--- config.mk ---
export PLATFORM = sky130hd
export DESIGN_NAME = call_request_latch_flat
export DESIGN_NICKNAME = d
export VERILOG_FILES = /design/src/rtl/elevator_pkg.sv /design/src/rtl/call_request_latch_if.sv /design/src/rtl/floor_decode.sv /design/src/rtl/call_request_latch.sv /design/src/flat_wrapper.sv
export SDC_FILE = /design/constraint.sdc
export NUM_CORES = 1
export LEC_CHECK = 0
export CAP_MARGIN = 10
export CORE_UTILIZATION = 50
export CTS_CLUSTER_DIAMETER = 150
export DETAILED_ROUTE_END_ITERATION = 16
export PLACE_DENSITY = 0.79
export SYNTH_ARGS = -nofsm -noshare
export SYNTH_HDL_FRONTEND = slang
export SYNTH_SLANG_ARGS = --single-unit
--- constraint.sdc ---
create_clock -name clk -period 3.1 [get_ports clk]
set_input_delay 0.31 -clock clk [delete_from_list [all_inputs] [get_ports clk]]
set_output_delay 0.31 -clock clk [all_outputs]
set_load 0.05 [all_outputs]
--- src/rtl/elevator_pkg.sv ---
// Shared elevator definitions: floor count, direction encoding, request bundle
// and sensor one-hot helpers.
package elevator_pkg;

    localparam int N_FLOORS = 4;
    localparam int FLOOR_W  = 2;
    localparam int CNT_W    = 8;

    localparam logic DIR_UP = 1'b1;
    localparam logic DIR_DN = 1'b0;

    typedef logic [N_FLOORS-1:0] fvec_t;

    typedef struct packed {
        fvec_t up;
        fvec_t dn;
        fvec_t car;
    } req_t;

    function automatic logic is_onehot(input fvec_t s);
        return $onehot(s);
    endfunction

    function automatic logic [FLOOR_W-1:0] onehot_idx(input fvec_t s);
        logic [FLOOR_W-1:0] idx;
        idx = '0;
        for (int i = 0; i < N_FLOORS; i++)
            if (s[i]) idx = FLOOR_W'(i);
        return idx;
    endfunction

endpackage

--- src/rtl/call_request_latch_if.sv ---
// Button/sensor/controller inputs and latched-request outputs of call_request_latch.
interface call_request_latch_if;
    import elevator_pkg::*;

    logic S1, S2, S3, S4;
    logic U1, U2, U3, U4;
    logic D1, D2, D3, D4;
    logic F1, F2, F3, F4;
    logic up, down, stop, open_door;

    logic [N_FLOORS-1:0] req_up;
    logic [N_FLOORS-1:0] req_dn;
    logic [N_FLOORS-1:0] req_car;
    logic [FLOOR_W-1:0]  cur_floor;
    logic                floor_valid;
    logic                last_dir;
    logic                door_busy;
    logic                pending_any;

    modport slave (
        input  S1, S2, S3, S4, U1, U2, U3, U4, D1, D2, D3, D4,
        input  F1, F2, F3, F4, up, down, stop, open_door,
        output req_up, req_dn, req_car, cur_floor, floor_valid,
        output last_dir, door_busy, pending_any
    );

    modport master (
        output S1, S2, S3, S4, U1, U2, U3, U4, D1, D2, D3, D4,
        output F1, F2, F3, F4, up, down, stop, open_door,
        input  req_up, req_dn, req_car, cur_floor, floor_valid,
        input  last_dir, door_busy, pending_any
    );

endinterface

--- src/rtl/floor_decode.sv ---
// Floor sensor decode: combinational one-hot hit/index plus the registered
// last-valid floor.
module floor_decode
    import elevator_pkg::*;
(
    input  logic               clk,
    input  logic               rst,
    input  fvec_t              sens,
    output logic               hit,
    output logic [FLOOR_W-1:0] idx,
    output logic [FLOOR_W-1:0] cur_floor,
    output logic               floor_valid
);

    assign hit = is_onehot(sens);
    assign idx = onehot_idx(sens);

    always_ff @(posedge clk or posedge rst) begin
        if (rst) begin
            cur_floor   <= '0;
            floor_valid <= 1'b0;
        end else begin
            floor_valid <= hit;
            if (hit) cur_floor <= idx;
        end
    end

endmodule

--- src/rtl/call_request_latch.sv ---
// Latches hall/car calls until served and tracks direction and door dwell
// for the downstream 4-floor controller.
module call_request_latch
    import elevator_pkg::*;
#(
    parameter int DWELL = 8
) (
    input logic           clk,
    input logic           reset,
    call_request_latch_if.slave bus
);

    fvec_t              sens;
    logic               hit;
    logic [FLOOR_W-1:0] idx;
    logic [FLOOR_W-1:0] cur_floor;
    logic               floor_valid;

    req_t               req_q, req_n, btn, clr, sup_q, sup_act;
    fvec_t              any_req;
    logic [CNT_W-1:0]   cnt;
    logic               busy, serve, above, below;
    logic               dir_q, open_prev, pending_q;

    assign sens = {bus.S4, bus.S3, bus.S2, bus.S1};

    floor_decode u_dec (
        .clk         (clk),
        .rst         (reset),
        .sens        (sens),
        .hit         (hit),
        .idx         (idx),
        .cur_floor   (cur_floor),
        .floor_valid (floor_valid)
    );

    assign btn.up  = {1'b0, bus.U3, bus.U2, bus.U1};
    assign btn.dn  = {bus.D4, bus.D3, bus.D2, 1'b0};
    assign btn.car = {bus.F4, bus.F3, bus.F2, bus.F1};

    assign busy    = (cnt != '0);
    assign serve   = bus.stop && bus.open_door && hit && !busy;
    assign any_req = req_q.up | req_q.dn | req_q.car;

    always_comb begin
        clr   = '0;
        above = 1'b0;
        below = 1'b0;
        for (int i = 0; i < N_FLOORS; i++) begin
            if (i > int'(idx) && any_req[i]) above = 1'b1;
            if (i < int'(idx) && any_req[i]) below = 1'b1;
        end
        if (serve) begin
            clr.car[idx] = 1'b1;
            if (dir_q == DIR_UP) begin
                clr.up[idx] = 1'b1;
                clr.dn[idx] = !above;
            end else begin
                clr.dn[idx] = 1'b1;
                clr.up[idx] = !below;
            end
        end
    end

    // Buttons for bits cleared by the last serve stay masked while the door dwells.
    assign sup_act = busy ? sup_q : '0;
    assign req_n   = req_t'((req_q | (btn & ~sup_act)) & ~clr);

    always_ff @(posedge clk or posedge reset) begin
        if (reset) begin
            req_q     <= '0;
            sup_q     <= '0;
            pending_q <= 1'b0;
            cnt       <= '0;
            dir_q     <= DIR_UP;
            open_prev <= 1'b0;
        end else begin
            req_q     <= req_n;
            pending_q <= |req_n;
            open_prev <= bus.open_door;
            if (serve) begin
                cnt   <= CNT_W'(DWELL);
                sup_q <= clr;
            end else if (open_prev && !bus.open_door) begin
                cnt <= '0;
            end else if (busy) begin
                cnt <= cnt - 1'b1;
            end
            if (bus.up && !bus.down)      dir_q <= DIR_UP;
            else if (bus.down && !bus.up) dir_q <= DIR_DN;
        end
    end

    assign bus.req_up      = req_q.up;
    assign bus.req_dn      = req_q.dn;
    assign bus.req_car     = req_q.car;
    assign bus.cur_floor   = cur_floor;
    assign bus.floor_valid = floor_valid;
    assign bus.last_dir    = dir_q;
    assign bus.door_busy   = busy;
    assign bus.pending_any = pending_q;

endmodule

--- src/flat_wrapper.sv ---
// flat-port wrapper written by rule: the top's interface ports become plain ports
module call_request_latch_flat import elevator_pkg::*;
#(
    parameter int DWELL = 8
)
  (clk, reset, bus_S1, bus_S2, bus_S3, bus_S4, bus_U1, bus_U2, bus_U3, bus_U4, bus_D1, bus_D2, bus_D3, bus_D4, bus_F1, bus_F2, bus_F3, bus_F4, bus_up, bus_down, bus_stop, bus_open_door, bus_req_up, bus_req_dn, bus_req_car, bus_cur_floor, bus_floor_valid, bus_last_dir, bus_door_busy, bus_pending_any);
  call_request_latch_if bus_i ();
  input logic clk;
  input logic reset;
  input wire logic [$bits(bus_i.S1)-1:0] bus_S1;
  input wire logic [$bits(bus_i.S2)-1:0] bus_S2;
  input wire logic [$bits(bus_i.S3)-1:0] bus_S3;
  input wire logic [$bits(bus_i.S4)-1:0] bus_S4;
  input wire logic [$bits(bus_i.U1)-1:0] bus_U1;
  input wire logic [$bits(bus_i.U2)-1:0] bus_U2;
  input wire logic [$bits(bus_i.U3)-1:0] bus_U3;
  input wire logic [$bits(bus_i.U4)-1:0] bus_U4;
  input wire logic [$bits(bus_i.D1)-1:0] bus_D1;
  input wire logic [$bits(bus_i.D2)-1:0] bus_D2;
  input wire logic [$bits(bus_i.D3)-1:0] bus_D3;
  input wire logic [$bits(bus_i.D4)-1:0] bus_D4;
  input wire logic [$bits(bus_i.F1)-1:0] bus_F1;
  input wire logic [$bits(bus_i.F2)-1:0] bus_F2;
  input wire logic [$bits(bus_i.F3)-1:0] bus_F3;
  input wire logic [$bits(bus_i.F4)-1:0] bus_F4;
  input wire logic [$bits(bus_i.up)-1:0] bus_up;
  input wire logic [$bits(bus_i.down)-1:0] bus_down;
  input wire logic [$bits(bus_i.stop)-1:0] bus_stop;
  input wire logic [$bits(bus_i.open_door)-1:0] bus_open_door;
  output wire logic [$bits(bus_i.req_up)-1:0] bus_req_up;
  output wire logic [$bits(bus_i.req_dn)-1:0] bus_req_dn;
  output wire logic [$bits(bus_i.req_car)-1:0] bus_req_car;
  output wire logic [$bits(bus_i.cur_floor)-1:0] bus_cur_floor;
  output wire logic [$bits(bus_i.floor_valid)-1:0] bus_floor_valid;
  output wire logic [$bits(bus_i.last_dir)-1:0] bus_last_dir;
  output wire logic [$bits(bus_i.door_busy)-1:0] bus_door_busy;
  output wire logic [$bits(bus_i.pending_any)-1:0] bus_pending_any;
  assign bus_i.S1 = bus_S1;
  assign bus_i.S2 = bus_S2;
  assign bus_i.S3 = bus_S3;
  assign bus_i.S4 = bus_S4;
  assign bus_i.U1 = bus_U1;
  assign bus_i.U2 = bus_U2;
  assign bus_i.U3 = bus_U3;
  assign bus_i.U4 = bus_U4;
  assign bus_i.D1 = bus_D1;
  assign bus_i.D2 = bus_D2;
  assign bus_i.D3 = bus_D3;
  assign bus_i.D4 = bus_D4;
  assign bus_i.F1 = bus_F1;
  assign bus_i.F2 = bus_F2;
  assign bus_i.F3 = bus_F3;
  assign bus_i.F4 = bus_F4;
  assign bus_i.up = bus_up;
  assign bus_i.down = bus_down;
  assign bus_i.stop = bus_stop;
  assign bus_i.open_door = bus_open_door;
  assign bus_req_up = bus_i.req_up;
  assign bus_req_dn = bus_i.req_dn;
  assign bus_req_car = bus_i.req_car;
  assign bus_cur_floor = bus_i.cur_floor;
  assign bus_floor_valid = bus_i.floor_valid;
  assign bus_last_dir = bus_i.last_dir;
  assign bus_door_busy = bus_i.door_busy;
  assign bus_pending_any = bus_i.pending_any;
  call_request_latch #(.DWELL(DWELL)) u_core (.clk(clk), .reset(reset), .bus(bus_i));
endmodule
======== After elaboration in Yosys (flattened, before gate mapping) ========
Index checks and enable logic that the tools add are counted.
word-level totals
  output and inout port bits .............. 18
  word-level logic and storage cells ...... 76
  input bits .............................. 22
  register bits after elaboration ......... 38
cells by class
  mux-type cells .......................... 19
  reduce and logical (&&, ||, !) cells .... 23
  bitwise operators ....................... 9
  $add $sub $neg .......................... 4
  $lt $le $gt $ge ......................... 8
  equal/unequal tests ..................... 1
operator list
  operator                                                                             count
  8-bit two-way mux                                                                    4
  12-bit two-way mux                                                                   2
  12-bit inverter                                                                      2
  1-bit logical AND                                                                    13
  11-bit by 12-bit AND with 12-bit output                                              1
  12-bit AND                                                                           1
  12-bit OR                                                                            1
  12-bit OR reduction                                                                  1
  1-bit two-way mux                                                                    10
  4-bit AND                                                                            2
  4-bit OR                                                                             2
  8-bit nonzero test                                                                   1
  8-bit by 1-bit subtractor with 8-bit output, second input constant                   1
  1-bit zero test                                                                      6
  1-bit by 1-bit adder with 2-bit output                                               2
  2-bit > comparator, first input constant                                             2
  1-bit by 2-bit < comparator with 1-bit output, first input constant                  2
  2-bit two-way mux                                                                    2
  3-bit by 2-bit adder with 3-bit output                                               1
  3-bit by 1-bit equality test with 1-bit output, second input constant                1
  2-bit by 3-bit < comparator with 1-bit output, second input constant                 1
  3-bit nonzero test                                                                   1
  1-bit demux with 2-bit select                                                        1
  2-bit by 1-bit greater-or-equal comparator with 1-bit output, second input constant  1
  other kinds (3)                                                                      3

======== Depth between registers and ports, before layout ========
Gate-level depths: netlist of run 1.
  word-level depth ........................ 15
  mapped depth ............................ 12

======== By module ========
From an unflattened synthesis of run 1, not the netlist that was laid out.
second synthesis, totals
  cells, all modules ...................... 172
  area total of the unflattened synthesis .. 1755.4 um2
by module, submodules not included
  module              instances  cells each  sequential area each (um2)  area an instance (um2)
  call_request_latch  1          155         777.0                       1560.2
  floor_decode        1          17          75.1                        195.2

======== Worst setup path before layout of run 1 ========
OpenSTA, ideal clock, no wires.
  path type ............................... input port to flip-flop
  start point ............................. in bus_S4
  end point ............................... reg u_core.pending_q (netlist: u_core.bus.pending_any)
  cell stages on the path ................. 12
  path slack .............................. -327 ps
  data arrival time ....................... 3292 ps
  cell sequence ........................... clkbuf_1 inv_1 fa_1 inv_1 ha_1 or3_1 clkbuf_1 or4_1 buf_2 or4_4 a221oi_2 nand4_1
on the way
  cells in the longest elaborated chain, start to end .. 13
  elaborated cells on any way between the ends .. 38
  those cells by class .................... add/sub: 2; order compare: 8; eq/ne: 1; mux: 11; bitwise: 4; reduce/logical: 12
RTL lines
  what                                                                                                            line                                                RTL
  start: declaration                                                                                              flat_wrapper.sv:13                                  input wire logic [$bits(bus_i.S4)-1:0] bus_S4;
  2-bit two-way mux                                                                                               elevator_pkg.sv:28                                  if (s[i]) idx = FLOOR_W'(i);
  1-bit by 2-bit > comparator with 1-bit output or 1-bit by 2-bit < comparator with 1-bit output (tied branches)  call_request_latch.sv:50, call_request_latch.sv:51
  1-bit logical AND, on equally long branches                                                                     call_request_latch.sv:50, call_request_latch.sv:51
  1-bit two-way mux, on equally long branches (3 in a row)                                                        call_request_latch.sv:50, call_request_latch.sv:51
  1-bit zero test, on equally long branches                                                                       call_request_latch.sv:57, call_request_latch.sv:60
  4-bit AND (no source line)                                                                                      -
  8-bit two-way mux                                                                                               call_request_latch.sv:55                            if (dir_q == DIR_UP) begin
  12-bit two-way mux *                                                                                            call_request_latch.sv:53                            if (serve) begin
  12-bit inverter *                                                                                               call_request_latch.sv:67                            assign req_n = req_t'((req_q | (btn & ~sup_act)) & ~clr);
  12-bit AND *                                                                                                    call_request_latch.sv:67
  12-bit OR reduction *                                                                                           call_request_latch.sv:79                            pending_q <= |req_n;
  end signal: assignment                                                                                          call_request_latch.sv:79
  end: declaration                                                                                                call_request_latch.sv:23                            logic dir_q, open_prev, pending_q;
Mark *: on every way between the ends. The rest lies on a longest branch, timed or not.
A chain may end at the register's enable or synchronous reset.

======== Worst setup path in the final report of run 1 ========
  start point ............................. in bus_S1
  end point ............................... reg u_core.pending_q (netlist: u_core.bus.pending_any)
on the way
  cells in the longest elaborated chain, start to end .. 9
RTL lines
  what                                                          line                      RTL
  start: declaration                                            flat_wrapper.sv:10        input wire logic [$bits(bus_i.S1)-1:0] bus_S1;
  1-bit by 1-bit adder with 2-bit output (implied by the code)  elevator_pkg.sv:21        return $onehot(s);
  3-bit by 2-bit adder with 3-bit output (implied by the code)  elevator_pkg.sv:21
  3-bit by 1-bit equality test with 1-bit output                elevator_pkg.sv:21
  1-bit logical AND (2 in a row)                                call_request_latch.sv:42  assign serve = bus.stop && bus.open_door && hit && !busy;
  12-bit two-way mux                                            call_request_latch.sv:53
  12-bit inverter                                               call_request_latch.sv:67
  12-bit AND                                                    call_request_latch.sv:67
  12-bit OR reduction                                           call_request_latch.sv:79
Every way passes these cells.

==> flow_metrics.tcl, run 1 <==
set metrics [dict create \
    outcome "finished, final reports clean" \
    synth_area_leaders "dfrtp_1, nand2_1, nor2_1" \
    slowest_stage "or4_4" \
    first_pass_iters 4 \
    grt_pass1_vias 1499 \
    diodes 0 \
    overflow 0 \
    fp.dieH_um 61.8 \
    clock_sinks 34 \
    drtIter0Drc 55 \
    async_flop_share_pct 100 \
    wl_per_cell_um 15.0 \
    critical-path-max-stage-delay_ps 540 \
    gp_congestion 0.934 \
    power.density_nw_per_um2 598 \
    finalWirelength_um 4440 \
    clk_latency_ps 340 \
    num_rows 21 \
    htreeDepth 2 \
    cts_buffers 5 \
    io_buffer_count 37 \
    dr_total_vias 1663 \
    crit_chain "clkdlybuf4s15_1 -> ha_4 -> inv_2 -> fa_2 -> inv_2 -> ha_4 -> or3_4 -> or4_4 -> or4_4 -> a221oi_2 -> nand4_1" \
    rsz0062_at_grt "no" \
    synthTopCellsByCount "dfrtp_1, nand2_1, nor2_1" \
    synth_nets 219 \
    synthDominantCellAreaShare_pct 46.1 \
    io_pins 40 \
    detail-route-antenna-nets 0 \
    required_ps 3310 \
    finalInstanceArea_um2 2410 \
    hpwl_um 3350 \
    ir_worst_vdd_v 0.000405 \
    clk_pin_slew_worst_paths_ps 110 \
    leakage_nw 1.05 \
    clockBufferDepth 2 \
    worstSetupPathType "in2reg" \
    synth.most_common_cell "dfrtp_1" \
    r2r_start "u_core.cnt[0]$_DFFE_PP0P_" \
    synth-seq-cells 34 \
    final_layout_size_suffix_gt1_share_pct 18.5 \
    netlist_instances 192 \
    cts_setup_buffers 0 \
    yosys_warnings 0 \
    cts_tree "yes" \
    crit_start "bus_S1" \
    hold_violations 0 \
    end_kind "register" \
    cp.arrival_ps 3240 \
    totalPowerFinal_mw 1.44 \
    synth_top_cell_by_area "dfrtp_1" \
    start_util_pct 52.8 \
    clock.fmax_ghz 0.329 \
    worst_slack_ps 64.8 \
    fin_skew_ps 14.7 \
    critPathMaxFanout 2 \
    setup_viol 0 \
    dp_slack_ps -395 \
    grtUsageTotal_pct 25.3 \
    tightest_slew_ps 730 \
    dieArea_um2 3820 \
    grt_pass1_wl_um 6960 \
    synth.distinct_cells 43 \
    finalCriticalPeriod_ps 3040 \
    via_per_inst 5.64 \
    place_area_um2 2330 \
    syn_avg_cell_area_um2 9.33 \
    fin_tns_setup_ps 0 \
    synth_ff_type "dfrtp_1" \
    die_w_um 61.8 \
    fp.coreArea_um2 3390 \
    nets 276 \
    antenna_found_initial 0 \
    grt_max_degree 35 \
    fin_util_pct 71.2 \
    hp-class "in2async" \
    max_cap_violations 0 \
    slew_viol_final 0 \
    drc 0 \
    n_fill_cell 248 \
    relSlewSlack_pct 50.9 \
    syn_to_final_growth_pct 34.7 \
    startpoint_type "primary input" \
    synth_edf_count 0 \
    syn_area_um2 1790 \
    ys_seq_area_share_pct 47.6 \
    cts_root_buf "clkbuf_4" \
    min_period_over_period_pct 97.9 \
]
[metal layers]
layer / vias to the layer above / routed length, µm / track usage (%)
li1: 801 / - / -
met1: 790 / 1970 / 32.9
met2: 66 / 2160 / 40.9
met3: 6 / 259 / 7.04
met4: 0 / 46 / 8.25
met5: - / 0 / 0
[cell type report]
type / instances / area [µm²] / share of cell area (%)
Tap cell: 46 / 57.6 / 2.39
Clock buffer: 5 / 37.5 / 1.56
Sequential cell: 34 / 852 / 35.3
Multi-Input combinational cell: 136 / 876 / 36.3
Inverter: 15 / 56.3 / 2.33
Clock inverter: 2 / 10.0 / 0.415
Timing Repair Buffer: 57 / 523 / 21.7
[what timing repair did]
action / CTS / global route
resized for setup: 12 / 2
endpoints found under the setup margin: 1 / 1
pin swaps: 8 / 3
gates cloned: 0 / 0
hold buffers: 0 / 0
[critical path, delay by kind of cell]
family | cells | cell delay (ps)
AND/OR/NAND/NOR | 4 | 1520
AO/OA/AOI/OAI | 1 | 250
buffers and inverters | 3 | 310
adder cells (fa/ha/maj) | 3 | 840
[stage by stage]
step / std cells / hold slack, ps
2_1_floorplan: 192 / 341
3_3_place_gp: 288 / 444
3_5_place_dp: 288 / 449
4_1_cts: 295 / 378
5_1_grt: 295 / 433
6_report: 295 / 357
[kinds of logic (layout without fill, tap and decap cells)]
family                     count (synthesis)  count (layout)  synth area share, %
AOI/OAI and AO/OA                         44              44                 16.4
xor gates and xnor gates                   1               1                0.489
adders and majority gates                  5               5                 3.91
buffers and inverters                     22              79                 5.52
DFF                                       34              34                 47.6
muxes                                      3               3                 1.82
and+or+nand+nor                           83              83                 24.2
[power by group]
part | leakage, nW | internal, mW | switching (mW)
registers | 0.392 | 0.527 | 0.0759
clock network | 0.0308 | 0.0814 | 0.141
logic | 0.626 | 0.252 | 0.365
[cell usage in the layout (no fill, tap or decap), types with 4 or more instances in the layout]
cell type | netlist | final
a21o_1 | 6 | 6
a21oi_1 | 11 | 11
and2_1 | 4 | 4
buf_4 | 0 | 20
clkbuf_4 | 0 | 5
clkdlybuf4s50_1 | 0 | 33
dfrtp_1 | 33 | 33
inv_1 | 15 | 11
inv_2 | 0 | 4
nand2_1 | 20 | 20
nand3_1 | 4 | 4
nor2_1 | 19 | 19
nor3_1 | 10 | 10
nor4_1 | 8 | 8
o21ai_0 | 9 | 9
[sequential cells by signal (all words and copies together), names as in the netlist]
name                      count
u_core.cnt                    8
u_core.sup_q                  8
u_core.bus.req_car            4
u_core.bus.req_dn             4
u_core.bus.req_up             4
u_core.u_dec.cur_floor        2
u_core.bus.last_dir           1
u_core.bus.pending_any        1
u_core.open_prev              1
u_core.u_dec.floor_valid      1
[worst paths after layout]
kind                                                          to  slack [ps]  cells after the start
worst max register to register  u_core.bus.pending_any$_DFF_PP0_         420                      7
worst min register to register       u_core.sup_q[9]$_DFFE_PP0N_         470                      2
worst max-delay path            u_core.bus.pending_any$_DFF_PP0_          60                     11
worst min-delay path                   u_core.cnt[6]$_DFFE_PP0P_         360                      3
min in group clk                     u_core.sup_q[9]$_DFFE_PP0N_         470                      2
max in group asynchronous        u_core.bus.last_dir$_DFFE_PP1P_        2390                      3
Power figures use the tool's default switching activity.
==> run 2, diff against run 1 <==
--- a/config.mk
+++ b/config.mk
@@ -12,2 +12,3 @@
 export PLACE_DENSITY = 0.79
+export RECOVER_POWER = 50
 export SYNTH_ARGS = -nofsm -noshare
==> constraint.sdc (replaced) <==
create_clock -name clk -period 3.1 [get_ports clk]
set_input_delay 0.465 -clock clk [delete_from_list [all_inputs] [get_ports clk]]
set_output_delay 0.465 -clock clk [all_outputs]
set_load 0.05 [all_outputs]
==> run 2 against run 1 <==
Against the previous run: routed wire length increased by 6.5%; sequential share of layout area decreased by 0.47 points; clock power up 17%; worst setup slack better by 12 ps; global-route usage rose by 2.7 points; non-clock buffer count grew 4; largest power group unchanged; final cell count rose by 1.7%; highest routed layer unchanged.
==> flow_metrics.tcl, run 2 (synthesized netlist as in run 1, its figures left out) <==
set metrics [dict create \
    swShare_pct 39.8 \
    die_w_um 61.8 \
    hpwl_um 3650 \
    cts_root_buf "clkbuf_4" \
    start_util_pct 52.8 \
    grt_pass1_wl_um 7530 \
    hp-class "reg2reg" \
    finalCriticalPeriod_ps 3020 \
    fin_skew_ps 4.67 \
    grt_pass1_vias 1580 \
    p_comb_share_pct 41.6 \
    hold_violations 0 \
    diodes 0 \
    io_pins 40 \
    switchingPower_mw 0.586 \
    leakage_nw 1.06 \
    htreeDepth 2 \
    overflow 0 \
    fp.dieH_um 61.8 \
    crit_family "simple AND/OR/NAND/NOR gates" \
    drtIter0Drc 107 \
    syn_to_final_growth_pct 36.5 \
    clk_pin_slew_worst_paths_ps 100 \
    startpoint_type "primary input" \
    wl_per_cell_um 15.8 \
    seq_power_share_pct 40.8 \
    crit_chain "buf_6 -> ha_4 -> inv_2 -> fa_2 -> inv_2 -> ha_4 -> or3_4 -> or4_4 -> or4_4 -> a221oi_2 -> nand4_1" \
    dieArea_um2 3820 \
    p_int_mw 0.886 \
    layout_common_cells "dfrtp_1, clkdlybuf4s50_1, buf_4" \
    final_layout_size_suffix_gt1_share_pct 19.3 \
    worstSetupPathType "in2reg" \
    grtUsageTotal_pct 28.0 \
    clock_sinks 34 \
    top_regs "u_core.cnt x8, u_core.sup_q x8" \
    gp_congestion 0.949 \
    io_buffer_count 37 \
    outcome "finished, final reports clean" \
    critical-path-max-stage-delay_ps 530 \
    dr_total_vias 1687 \
    drc 0 \
    clk_latency_ps 340 \
    clockPowerShare_pct 17.6 \
    relSlewSlack_pct 43.2 \
    antenna_found_initial 0 \
    grt_max_degree 20 \
    cts_tree "yes" \
    finalWirelength_um 4730 \
    final-instance-count-excl-fill 300 \
    critPathMaxFanout 2 \
    fp.coreArea_um2 3390 \
    tightest_slew_ps 851 \
    ir_worst_vdd_v 0.000397 \
    required_ps 3310 \
    detail-route-antenna-nets 0 \
    min_period_over_period_pct 97.5 \
    rsz0062_at_grt "no" \
    end_kind "register" \
    final_common_cell "dfrtp_1" \
    setup_viol 0 \
    nets 280 \
    clockBufferDepth 2 \
    totalPowerFinal_mw 1.47 \
    via_per_inst 5.62 \
    cp.arrival_ps 3230 \
    num_rows 21 \
    clock.fmax_ghz 0.331 \
    slowest_stage "or4_4" \
    slew_viol_final 0 \
    placed_cells 292 \
    max_cap_violations 0 \
    path_buf_inv 3 \
    cts_buffers 5 \
    first_pass_iters 4 \
    power.density_nw_per_um2 602 \
]
-- run 2: changes by cell type in the layout (fill, tap and decap cells not counted), sizes merged --
cell           delta
clkbuf            +4
clkinv            -1
dlygate4sd3       +6
clkdlybuf4s15     -2
clkdlybuf4s50     -6
dlymetal6s2s      -1
buf               +4
dlygate4sd2       +1
-- run 2: path summary, 6_finish.rpt --
kind                                              from                               end  slack [ps]  cells after the start
setup reg to reg             u_core.cnt[0]$_DFFE_PP0P_  u_core.bus.pending_any$_DFF_PP0_         310                      7
hold reg to reg            u_core.sup_q[5]$_DFFE_PP0N_       u_core.sup_q[5]$_DFFE_PP0N_         480                      2
min in group asynchronous                        reset       u_core.sup_q[1]$_DFFE_PP0N_         650                      2
setup / recovery                                bus_S2  u_core.bus.pending_any$_DFF_PP0_          80                     11
max in group asynchronous                        reset    u_core.bus.req_up[3]$_DFF_PP0_        1260                      3
hold / removal             u_core.sup_q[5]$_DFFE_PP0N_       u_core.sup_q[5]$_DFFE_PP0N_         480                      2
-- run 2: power groups by stage --
stage	combinational (mW)	clock, mW	sequential [mW]
2_1_floorplan	0.371	0	0.655
3_3_place_gp	0.590	0	0.600
3_5_place_dp	0.606	0	0.609
4_1_cts	0.615	0.265	0.600
5_1_grt	0.673	0.284	0.614
6_report	0.612	0.259	0.601
-- run 2: metal layers --
layer | up-vias | GRT usage (%) | part of all wire (%)
li1 | 808 | - | -
met1 | 812 | 36.2 | 42
met2 | 60 | 45.0 | 49
met3 | 7 | 6.83 | 6.8
met4 | 0 | 11.4 | 1.8
met5 | - | 0 | 0
-- run 2: what timing repair did --
action / CTS / global route
hold buffers: 0 / 0
buffers inserted: 0 / 0
pin swaps: 8 / 4
gates resized for setup: 19 / 0
endpoints found under the setup margin: 2 / 1
-- run 2: worst reg2reg max path: stages, from the launching register on --
cell and delay, ps:
dfrtp_1 400, inv_1 80, ha_1 220, or3b_1 450
or4_4 570, or4_4 540, a221oi_2 290, nand4_1 130
-- run 2: cell type report --
class / instances / area (µm²)
clock buffers: 7 / 55.1
clock inverters: 1 / 5.00
fillers: 257 / 945
inverters: 15 / 56.3
multi-input cells: 136 / 876
flip-flops and latches: 34 / 852
well taps: 46 / 57.6
repair buffers: 61 / 543
-- run 2: stage by stage --
stage / util [%] / TNS [ps] / area (µm²) / hold WS, ps / worst slack (ps)
after floorplan: - / -188 / 1820 / 432 / -188
after global placement: 70.0 / -2950 / 2370 / 448 / -483
after detailed placement: 70.0 / -4500 / 2370 / 463 / -631
after CTS: 72.4 / 0 / 2450 / 486 / 2.40
after global routing: 72.1 / 0 / 2440 / 512 / 32.1
final: 72.1 / 0 / 2440 / 480 / 76.9
